File: src/rtl/usb_tx_arbiter_pkg.sv
// Shared definitions for the USB transmit arbiter: FSM state encoding,
// source index constants and a one-hot decode helper.
package usb_tx_arbiter_pkg;

    typedef enum logic [2:0] {
        IDLE   = 3'd0,
        SETTLE = 3'd1,
        WRITE  = 3'd2,
        WAIT1  = 3'd3,
        WAIT2  = 3'd4,
        DONE   = 3'd5,
        HOLD   = 3'd6
    } arb_state_e;

    localparam int SRC_CTRL_REGS = 0;
    localparam int SRC_SDI       = 1;
    localparam int SRC_CSI       = 2;

    // Index of the highest set bit of a one-hot vector (0 when empty).
    function automatic int unsigned onehot_index(input logic [31:0] onehot);
        int unsigned idx;
        idx = 32'd0;
        for (int k = 0; k < 32; k++) begin
            if (onehot[k]) begin
                idx = 32'(k);
            end
        end
        return idx;
    endfunction

endpackage

File: src/rtl/usb_tx_arbiter_rr_pick.sv
// Combinational round-robin picker: first requester at or above rr_ptr,
// wrapping modulo N_SRC, returned as a one-hot grant.
module usb_rr_pick
    import usb_tx_arbiter_pkg::*;
#(
    parameter int N_SRC = 3,
    parameter int PW    = 2
) (
    input  logic [N_SRC-1:0] req,
    input  logic [PW-1:0]    rr_ptr,
    output logic [N_SRC-1:0] grant
);

    logic [PW:0]   sum_s;
    logic [PW-1:0] idx_s;
    logic          found_s;

    // Scan the requesters in rotated order and keep the first hit.
    always_comb begin
        grant   = {N_SRC{1'b0}};
        found_s = 1'b0;
        sum_s   = (PW+1)'(0);
        idx_s   = PW'(0);
        for (int k = 0; k < N_SRC; k++) begin
            sum_s = {1'b0, rr_ptr} + (PW+1)'(k);
            if (sum_s >= (PW+1)'(N_SRC)) begin
                idx_s = PW'(sum_s - (PW+1)'(N_SRC));
            end else begin
                idx_s = PW'(sum_s);
            end
            if (!found_s && req[idx_s]) begin
                grant[idx_s] = 1'b1;
                found_s      = 1'b1;
            end else begin
                found_s = found_s;
            end
        end
    end

endmodule

File: src/rtl/usb_tx_arbiter.sv
// Round-robin arbiter sharing the USB transmit FIFO between byte-stream
// packet sources, with stall and overlength supervision.
module usb_tx_arbiter
    import usb_tx_arbiter_pkg::*;
#(
    parameter int N_SRC     = 3,
    parameter int MAX_LEN   = 255,
    parameter int STALL_CYC = 1000000
) (
    input  logic                 clk,
    input  logic                 n_rst,
    input  logic [N_SRC-1:0]     src_req,
    input  logic [8*N_SRC-1:0]   src_q,
    input  logic [N_SRC-1:0]     src_last,
    output logic [N_SRC-1:0]     src_rdreq,
    output logic [N_SRC-1:0]     src_done,
    input  logic                 usb_txe_n,
    output logic                 usb_wr,
    output logic [7:0]           usb_data,
    output logic                 busy,
    output logic [N_SRC-1:0]     grant,
    output logic                 stall_flag,
    output logic                 ovl_flag,
    input  logic                 flag_clr
);

    localparam int PW = (N_SRC > 1) ? $clog2(N_SRC) : 1;
    localparam int CW = $clog2(MAX_LEN + 1);
    localparam int SW = $clog2(STALL_CYC + 1);

    arb_state_e       state_r, state_s;
    logic [PW-1:0]    rr_ptr_r, gidx_s;
    logic [N_SRC-1:0] grant_r, pick_s, done_r;
    logic [7:0]       byte_r, mux_byte_s;
    logic             last_r, mux_last_s;
    logic [CW-1:0]    byte_cnt_r;
    logic [SW-1:0]    stall_cnt_r;
    logic             busy_r, stall_flag_r, ovl_flag_r;
    logic             wr_s, at_max_s, stall_set_s, ovl_set_s;

    usb_rr_pick #(
        .N_SRC (N_SRC),
        .PW    (PW)
    ) u_pick (
        .req    (src_req),
        .rr_ptr (rr_ptr_r),
        .grant  (pick_s)
    );

    // Granted source's byte/last, captured in SETTLE and WAIT2 once the source has settled.
    always_comb begin
        mux_byte_s = 8'h00;
        mux_last_s = 1'b0;
        for (int i = 0; i < N_SRC; i++) begin
            mux_byte_s = mux_byte_s | (src_q[8*i +: 8] & {8{grant_r[i]}});
            mux_last_s = mux_last_s | (src_last[i] & grant_r[i]);
        end
        gidx_s = PW'(onehot_index(32'(grant_r)));
    end

    // Next-state logic and the per-cycle write/flag events.
    always_comb begin
        state_s     = state_r;
        wr_s        = 1'b0;
        at_max_s    = (byte_cnt_r == CW'(MAX_LEN - 1));
        stall_set_s = (state_r == WRITE) && usb_txe_n && (stall_cnt_r == SW'(STALL_CYC - 1));
        case (state_r)
            IDLE: begin
                if (|src_req) begin
                    state_s = SETTLE;
                end else begin
                    state_s = IDLE;
                end
            end
            SETTLE: state_s = WRITE;
            WRITE: begin
                if (!usb_txe_n) begin
                    wr_s = 1'b1;
                    if (last_r || at_max_s) begin
                        state_s = DONE;
                    end else begin
                        state_s = WAIT1;
                    end
                end else begin
                    state_s = WRITE;
                end
            end
            WAIT1:   state_s = WAIT2;
            WAIT2:   state_s = WRITE;
            DONE:    state_s = HOLD;
            HOLD:    state_s = IDLE;
            default: state_s = IDLE;
        endcase
        ovl_set_s = wr_s && at_max_s && !last_r;
    end

    // State, grant, byte capture and the byte/stall counters.
    always_ff @(posedge clk or negedge n_rst) begin
        if (!n_rst) begin
            state_r     <= IDLE;
            rr_ptr_r    <= PW'(SRC_CTRL_REGS);
            grant_r     <= {N_SRC{1'b0}};
            busy_r      <= 1'b0;
            byte_r      <= 8'h00;
            last_r      <= 1'b0;
            byte_cnt_r  <= CW'(0);
            stall_cnt_r <= SW'(0);
            done_r      <= {N_SRC{1'b0}};
        end else begin
            state_r <= state_s;
            done_r  <= (state_r == WRITE && state_s == DONE) ? grant_r : {N_SRC{1'b0}};
            if (state_r == IDLE && state_s == SETTLE) begin
                grant_r <= pick_s;
                busy_r  <= 1'b1;
            end
            if (state_r == SETTLE || state_r == WAIT2) begin
                byte_r <= mux_byte_s;
                last_r <= mux_last_s;
            end
            if (state_r == DONE) begin
                grant_r    <= {N_SRC{1'b0}};
                busy_r     <= 1'b0;
                byte_cnt_r <= CW'(0);
                rr_ptr_r   <= (gidx_s == PW'(N_SRC - 1)) ? PW'(0) : gidx_s + PW'(1);
            end else if (wr_s) begin
                byte_cnt_r <= byte_cnt_r + CW'(1);
            end
            if (state_r == WRITE && usb_txe_n) begin
                if (stall_cnt_r != SW'(STALL_CYC)) begin
                    stall_cnt_r <= stall_cnt_r + SW'(1);
                end
            end else if (wr_s || state_r == DONE) begin
                stall_cnt_r <= SW'(0);
            end
        end
    end

    // Sticky supervision flags; a set event beats a simultaneous clear.
    always_ff @(posedge clk or negedge n_rst) begin
        if (!n_rst) begin
            stall_flag_r <= 1'b0;
            ovl_flag_r   <= 1'b0;
        end else begin
            if (stall_set_s) begin
                stall_flag_r <= 1'b1;
            end else if (flag_clr) begin
                stall_flag_r <= 1'b0;
            end
            if (ovl_set_s) begin
                ovl_flag_r <= 1'b1;
            end else if (flag_clr) begin
                ovl_flag_r <= 1'b0;
            end
        end
    end

    // Write strobe follows usb_txe_n in the same cycle so the FIFO is never overrun.
    assign usb_wr     = wr_s;
    assign src_rdreq  = wr_s ? grant_r : {N_SRC{1'b0}};
    assign usb_data   = byte_r;
    assign busy       = busy_r;
    assign grant      = grant_r;
    assign src_done   = done_r;
    assign stall_flag = stall_flag_r;
    assign ovl_flag   = ovl_flag_r;

endmodule

File: config.mk
export PLATFORM = sky130hd
export DESIGN_NAME = usb_tx_arbiter
export DESIGN_NICKNAME = d
export VERILOG_FILES = /design/src/rtl/usb_tx_arbiter_pkg.sv /design/src/rtl/usb_tx_arbiter_rr_pick.sv /design/src/rtl/usb_tx_arbiter.sv
export SDC_FILE = /design/constraint.sdc
export NUM_CORES = 1
export LEC_CHECK = 0
export ABC_AREA = 1
export CAP_MARGIN = 15
export CORE_ASPECT_RATIO = 0.9
export CORE_MARGIN = 2
export CORE_UTILIZATION = 50
export CTS_CLUSTER_SIZE = 20
export DETAILED_ROUTE_END_ITERATION = 10
export PLACE_DENSITY = 0.82
export SLEW_MARGIN = 15
export SYNTH_ARGS = -nofsm -noshare
export SYNTH_HDL_FRONTEND = slang
export SYNTH_SLANG_ARGS = --single-unit
export TNS_END_PERCENT = 10
File: constraint.sdc
create_clock -name clk -period 2.5 [get_ports clk]
set_input_delay 0.5 -clock clk [delete_from_list [all_inputs] [get_ports clk]]
set_output_delay 0.5 -clock clk [all_outputs]
set_load 0.03 [all_outputs]
==> metrics.txt, run 1 <==
# TYPE chip_impl_metric gauge
chip_impl_info{name="status",value="finished, final reports clean"} 1
chip_impl_metric{name="worstPathMaxFanout",unit=""} 5
chip_impl_metric{name="worst_ep_arrival_time",unit="ns"} 1.80
chip_impl_metric{name="total_power",unit="uW"} 3450
chip_impl_info{name="clock-root-buffer",value="clkbuf_8"} 1
chip_impl_metric{name="layout.filler_cells",unit=""} 520
chip_impl_metric{name="post-dp-hpwl",unit="mm"} 5.42
chip_impl_metric{name="pwr_density_cell",unit="mW/mm^2"} 916
chip_impl_metric{name="drive_gt1_share",unit="%"} 6.33
chip_impl_info{name="layout.cells.most_common",value="nand2_1"} 1
chip_impl_metric{name="postRouteWirelength",unit="mm"} 7.28
chip_impl_metric{name="number_of_buffers_added_by_the_clock_tree_synthesis_step",unit=""} 5
chip_impl_metric{name="max-slew-margin-rel",unit="%"} 49.6
chip_impl_metric{name="globalRoute.totalOverflow",unit=""} 0
chip_impl_metric{name="finalSetupViolCount",unit=""} 0
chip_impl_metric{name="grt_pass1_vias",unit=""} 2797
chip_impl_metric{name="cap_viol_max_count",unit=""} 0
chip_impl_metric{name="fp.coreArea",unit="mm^2"} 0.00576
chip_impl_metric{name="ioPinCount",unit=""} 55
chip_impl_metric{name="total_leakage_power",unit="uW"} 0.00169
chip_impl_metric{name="cts_sinks",unit=""} 51
chip_impl_metric{name="routedWlPerCell",unit="um"} 13.4
chip_impl_info{name="rsz_0062_raised_after_global_routing",value="no"} 1
chip_impl_metric{name="post-route-period-util",unit="%"} 91.9
chip_impl_metric{name="area_growth_syn_to_layout",unit="%"} 24.3
chip_impl_metric{name="final-max-slew-violation-count",unit=""} 0
chip_impl_metric{name="number_of_gates_resized_after_cts",unit=""} 0
chip_impl_metric{name="detail_route_antenna_nets",unit=""} 0
chip_impl_metric{name="clk-insertion-delay-late",unit="ns"} 0.31
chip_impl_metric{name="clock_path_buffers",unit=""} 2
chip_impl_metric{name="final_net_count",unit=""} 515
chip_impl_info{name="tritoncts",value="built"} 1
chip_impl_info{name="critical_path_sink_type",value="output pin"} 1
chip_impl_metric{name="drc_violations_left",unit=""} 0
chip_impl_metric{name="max_freq",unit="MHz"} 435
chip_impl_metric{name="synth-seq-area-share",unit="%"} 42.1
chip_impl_metric{name="cts_max_level",unit=""} 2
chip_impl_metric{name="gp_weighted_congestion",unit=""} 0.891
chip_impl_metric{name="diodes",unit=""} 0
chip_impl_metric{name="synth_fp_nets",unit=""} 458
chip_impl_metric{name="first_drt_iteration_drcs",unit=""} 197
chip_impl_metric{name="synth.cell_area",unit="mm^2"} 0.00303
chip_impl_metric{name="start_util",unit="%"} 52.7
chip_impl_metric{name="via_count",unit=""} 2920
chip_impl_metric{name="fin_setup_tns",unit="ns"} 0
chip_impl_metric{name="port_buffers",unit=""} 54
chip_impl_metric{name="period_minus_slack",unit="ns"} 2.30
chip_impl_metric{name="holdBufCountCts",unit=""} 0
chip_impl_metric{name="die_area",unit="mm^2"} 0.00671
chip_impl_metric{name="synth.avg_cell_area",unit="um^2"} 7.29
chip_impl_info{name="crit_type",value="register to output pin"} 1
chip_impl_metric{name="grt_max_degree",unit=""} 32
chip_impl_metric{name="number_of_hold_slack_violations_in_the_final_timing_report",unit=""} 0
chip_impl_metric{name="initial_antenna_violation_count",unit=""} 0
chip_impl_info{name="final_cell_mix",value="nand2_1, dfrtp_1, nor2_1, clkdlybuf4s50_1, nand3_1"} 1
chip_impl_metric{name="post-cts-setup-buffers",unit=""} 0
chip_impl_metric{name="layoutNonFillerInstCount",unit=""} 544
chip_impl_metric{name="required_arrival_time_at_the_worst_endpoint",unit="ns"} 2.00
chip_impl_metric{name="r2r_cells",unit=""} 10
chip_impl_metric{name="all_layer_gr_usage",unit="%"} 23.4
chip_impl_metric{name="fin_worst_skew",unit="ns"} 0.0139
chip_impl_metric{name="synthesis.yosys.warnings",unit=""} 0
chip_impl_metric{name="post-place-cells",unit=""} 536
chip_impl_info{name="min-delay-path-class",value="primary input to async pin"} 1
chip_impl_metric{name="fp.dieH",unit="um"} 77.9
chip_impl_info{name="timing.critical_path.from_type",value="register"} 1
chip_impl_metric{name="viasPerCell",unit=""} 5.37
chip_impl_metric{name="max_slew.worst_pin.slew",unit="ns"} 0.755
chip_impl_metric{name="worst_ir_drop_vdd",unit="V"} 0.000519
chip_impl_metric{name="post_synth_num_cell_types",unit=""} 30
chip_impl_metric{name="rows",unit=""} 26
chip_impl_metric{name="die_width",unit="um"} 86.1
chip_impl_metric{name="path_clk_slew",unit="ns"} 0.10
chip_impl_metric{name="synthCells",unit=""} 416
chip_impl_metric{name="grt_pass1_wl",unit="mm"} 12.6
chip_impl_metric{name="yosys_register_bits",unit=""} 51
chip_impl_metric{name="first_pass_iters",unit=""} 4
==> logic make-up after synthesis <==
group	synth area share, %
buffers and inverters	7.18
AOI/OAI and AO/OA	10.4
xor gates and xnor gates	3.18
and+or+nand+nor	33.9
adders and majority gates	3.30
DFF	42.1
==> synthesized netlist by cell type, drive strengths merged <==
master / instances / share of area, %
nor2: 54 / 7.3
ha: 8 / 3.3
dfrtp: 51 / 42
o22ai: 2 / 0.41
a41oi: 9 / 2.6
o21bai: 2 / 0.49
nor3b: 1 / 0.25
a21oi: 6 / 1.4
nand2: 128 / 16
nand3: 49 / 8.6
buf: 4 / 0.87
and2: 2 / 0.41
o21ai: 29 / 5.0
inv: 46 / 5.7
o32ai: 1 / 0.29
o211ai: 1 / 0.25
nand4: 3 / 0.62
xnor2: 2 / 0.58
xor2: 9 / 2.6
clkbuf: 5 / 0.62
nor3: 4 / 0.82
==> report_power, final <==
group	switching [uW]	leakage, uW	internal, uW
Sequential	211	0.000671	1030
Combinational	1010	0.000960	589
Clock	287	0.0000612	325
==> sequential cells by signal, summed over array words and instances, names as in the netlist <==
| name | cells |
|---|---|
| stall_cnt_r | 20 |
| byte_cnt_r | 8 |
| usb_data | 8 |
| grant | 3 |
| src_done | 3 |
| state_r | 3 |
| rr_ptr_r | 2 |
| busy | 1 |
| last_r | 1 |
| ovl_flag | 1 |
| stall_flag | 1 |
==> layout make-up <==
cell class	instances	area, um^2	area share (%)
clock inverter	2	35.0	0.929
multi-input combinational	310	1540	40.8
clock buffer	6	82.6	2.19
sequential	51	1280	33.8
timing repair buffer	59	578	15.3
tap	70	87.6	2.32
inverter	46	173	4.58
==> critical path, stage by stage (launching register included) <==
cell and delay (ns):
dfrtp_1 0.42, inv_1 0.17, nand3_2 0.14, nor2_4 0.10
clkdlybuf4s50_1 0.67
==> through the flow <==
step / cell area [um^2] / hold WS, ns / setup WS [ns] / util [%]
floorplan: 3030 / 0.204 / 0.502 / -
global placement: 3650 / 0.467 / 0.250 / 63.5
detailed placement: 3650 / 0.482 / 0.234 / 63.5
CTS: 3770 / 0.157 / 0.197 / 65.5
global route: 3770 / 0.173 / 0.113 / 65.5
finish: 3770 / 0.136 / 0.202 / 65.5
==> worst paths after layout <==
path / startpoint / end / slack (ns)
min: n_rst / state_r[1]$_DFF_PN0_ / 0.14
max: state_r[2]$_DFF_PN0_ / usb_wr / 0.20
max in group asynchronous: n_rst / grant[2]$_DFFE_PN0P_ / 1.82
min reg2reg: byte_cnt_r[3]$_DFFE_PN0P_ / byte_cnt_r[3]$_DFFE_PN0P_ / 0.49
max reg2reg: stall_cnt_r[0]$_DFFE_PN0P_ / stall_cnt_r[4]$_DFFE_PN0P_ / 0.65
min in group clk: byte_cnt_r[3]$_DFFE_PN0P_ / byte_cnt_r[3]$_DFFE_PN0P_ / 0.49
==> routing by layer <==
metal  part of all wire [%]  vias up  track usage [%]
li1                       -     1454                -
met1                     46     1370             31.3
met2                     46       86             39.3
met3                    5.8       10             4.04
met4                    1.3        0             5.87
met5                      0        -                0
(Power assumes the default switching activity.)
==> run 2, diff against run 1 <==
--- a/config.mk
+++ b/config.mk
@@ -12,7 +12,7 @@
 export CORE_UTILIZATION = 50
 export CTS_CLUSTER_SIZE = 20
 export DETAILED_ROUTE_END_ITERATION = 10
-export PLACE_DENSITY = 0.82
+export PLACE_DENSITY_LB_ADDON = 0.2
 export SLEW_MARGIN = 15
 export SYNTH_ARGS = -nofsm -noshare
 export SYNTH_HDL_FRONTEND = slang
==> run 2 against run 1 <==
  * Setup slack worse by 0.0083 ns
  * Register-to-register slack better by 0.03 ns
  * Global-route usage is 0.85 points lower
  * Flip-flop and latch count stayed put
  * Die area stayed put
==> metrics.txt, run 2 (synthesis results as in run 1) <==
# TYPE chip_impl_metric gauge
chip_impl_metric{name="port_buffers",unit=""} 54
chip_impl_metric{name="globalRoute.totalOverflow",unit=""} 0
chip_impl_metric{name="drive_gt1_share",unit="%"} 6.53
chip_impl_metric{name="cap_viol_max_count",unit=""} 0
chip_impl_metric{name="start_util",unit="%"} 52.7
chip_impl_metric{name="number_of_buffers_added_by_the_clock_tree_synthesis_step",unit=""} 5
chip_impl_metric{name="clk-insertion-delay-late",unit="ns"} 0.31
chip_impl_metric{name="die_width",unit="um"} 86.1
chip_impl_metric{name="drc_violations_left",unit=""} 0
chip_impl_metric{name="path_clk_slew",unit="ns"} 0.10
chip_impl_metric{name="reg2reg_slack",unit="ns"} 0.68
chip_impl_info{name="timing.critical_path.from_type",value="register"} 1
chip_impl_metric{name="cts_sinks",unit=""} 51
chip_impl_metric{name="fp.coreArea",unit="mm^2"} 0.00576
chip_impl_metric{name="layout.filler_cells",unit=""} 490
chip_impl_metric{name="final.hold.worst_slack",unit="ns"} 0.151
chip_impl_metric{name="total_leakage_power",unit="uW"} 0.00170
chip_impl_metric{name="grt_pass1_vias",unit=""} 2731
chip_impl_info{name="regToRegEndpoint",value="stall_cnt_r[14]$_DFFE_PN0P_"} 1
chip_impl_metric{name="postRouteWirelength",unit="mm"} 6.99
chip_impl_info{name="rsz_0062_raised_after_global_routing",value="no"} 1
chip_impl_metric{name="post-dp-hpwl",unit="mm"} 5.21
chip_impl_metric{name="via_count",unit=""} 2893
chip_impl_metric{name="ioPinCount",unit=""} 55
chip_impl_metric{name="max_slew.worst_pin.slew",unit="ns"} 0.732
chip_impl_info{name="largest_register",value="stall_cnt_r"} 1
chip_impl_info{name="min-delay-path-class",value="primary input to async pin"} 1
chip_impl_metric{name="grt_pass1_wl",unit="mm"} 12.0
chip_impl_metric{name="area.sequential",unit="mm^2"} 0.00128
chip_impl_info{name="layout.cells.most_common",value="nand2_1"} 1
chip_impl_metric{name="fp.dieH",unit="um"} 77.9
chip_impl_metric{name="initial_antenna_violation_count",unit=""} 0
chip_impl_metric{name="detail_route_antenna_nets",unit=""} 0
chip_impl_metric{name="worst_ep_arrival_time",unit="ns"} 1.81
chip_impl_metric{name="final-max-slew-violation-count",unit=""} 0
chip_impl_metric{name="pwr_density_cell",unit="mW/mm^2"} 930
chip_impl_metric{name="number_of_gates_resized_after_cts",unit=""} 0
chip_impl_metric{name="worst_ir_drop_vdd",unit="V"} 0.000528
chip_impl_metric{name="first_drt_iteration_drcs",unit=""} 143
chip_impl_metric{name="period_minus_slack",unit="ns"} 2.31
chip_impl_metric{name="first_pass_iters",unit=""} 4
chip_impl_metric{name="worstPathMaxFanout",unit=""} 5
chip_impl_metric{name="diodes",unit=""} 0
chip_impl_metric{name="area_growth_syn_to_layout",unit="%"} 25.2
chip_impl_metric{name="number_of_hold_slack_violations_in_the_final_timing_report",unit=""} 0
chip_impl_metric{name="clock_path_buffers",unit=""} 2
chip_impl_info{name="tritoncts",value="built"} 1
chip_impl_metric{name="fin_setup_tns",unit="ns"} 0
chip_impl_metric{name="required_arrival_time_at_the_worst_endpoint",unit="ns"} 2.00
chip_impl_metric{name="die_area",unit="mm^2"} 0.00671
chip_impl_metric{name="grt_max_degree",unit=""} 52
chip_impl_metric{name="fin_worst_skew",unit="ns"} 0.00884
chip_impl_metric{name="max-slew-margin-rel",unit="%"} 51.2
chip_impl_info{name="final_cell_mix",value="nand2_1, dfrtp_1, nor2_1, clkdlybuf4s50_1, nand3_1"} 1
chip_impl_metric{name="viasPerCell",unit=""} 5.31
chip_impl_metric{name="all_layer_gr_usage",unit="%"} 22.5
chip_impl_metric{name="max_freq",unit="MHz"} 434
chip_impl_info{name="critical_path_sink_type",value="output pin"} 1
chip_impl_metric{name="max_reg_flops",unit=""} 20
chip_impl_metric{name="holdBufCountCts",unit=""} 0
chip_impl_metric{name="rows",unit=""} 26
chip_impl_metric{name="post-route-period-util",unit="%"} 92.3
chip_impl_metric{name="routedWlPerCell",unit="um"} 12.8
chip_impl_info{name="crit_type",value="register to output pin"} 1
chip_impl_info{name="status",value="finished, final reports clean"} 1
chip_impl_metric{name="finalSetupViolCount",unit=""} 0
chip_impl_metric{name="final_net_count",unit=""} 516
chip_impl_info{name="clock-root-buffer",value="clkbuf_8"} 1
chip_impl_metric{name="multiInputGateArea",unit="mm^2"} 0.00154
chip_impl_info{name="critical_path.reg2reg.startpoint",value="stall_cnt_r[0]$_DFFE_PN0P_"} 1
chip_impl_metric{name="finish.utilization",unit="%"} 66.0
chip_impl_metric{name="r2r_cells",unit=""} 8
chip_impl_metric{name="cts_max_level",unit=""} 2
chip_impl_metric{name="post-cts-setup-buffers",unit=""} 0
chip_impl_metric{name="gp_weighted_congestion",unit=""} 0.909
==> run 2: area by class of cell <==
class                           instances  share of cell area [%]
Clock inverter                          3                    1.78
Sequential cell                        51                    33.6
Timing Repair Buffer                   60                    15.4
Clock buffer                            5                    1.81
Multi-Input combinational cell        310                    40.5
Tap cell                               70                    2.31
Inverter                               46                    4.55
==> run 2: worst max-delay path, cell delays in order (launching register included) <==
cell             delay [ns]
dfrtp_1                0.42
inv_1                  0.17
nand3_2                0.14
nor2_4                 0.10
clkdlybuf4s50_1        0.67
==> run 2: worst max path at each step <==
stage / start / to / slack, ns / cells past startpoint
2_1_floorplan: state_r[2]$_DFF_PN0_ / src_rdreq[0] / 0.50 / 5
6_report: state_r[2]$_DFF_PN0_ / usb_wr / 0.19 / 4
4_1_cts: state_r[2]$_DFF_PN0_ / usb_wr / 0.19 / 4
3_5_place_dp: usb_txe_n / usb_wr / 0.22 / 3
5_1_grt: state_r[2]$_DFF_PN0_ / usb_wr / 0.07 / 4
3_3_place_gp: usb_txe_n / usb_wr / 0.22 / 3
==> run 2: power breakdown <==
part           total [uW]  internal, uW  switching, uW
Sequential           1240          1030            212
Clock                 686           399            287
Combinational        1600           600           1000
==> run 2: routing by layer <==
layer / track usage (%) / vias up / part of all wire (%)
met5: 0 / - / 0
met4: 7.30 / 0 / 1.1
met3: 7.02 / 8 / 7.5
met2: 36.4 / 86 / 47
met1: 28.7 / 1346 / 45
li1: - / 1453 / -
==> run 2: through the flow <==
step           cells  total power (uW)  instance area, um^2  setup WS [ns]
2_1_floorplan    416              2310                 3030          0.502
3_3_place_gp     537              2810                 3660          0.217
3_5_place_dp     537              2860                 3660          0.217
4_1_cts          545              3560                 3800          0.189
5_1_grt          545              3810                 3800         0.0747
6_report         545              3530                 3800          0.193
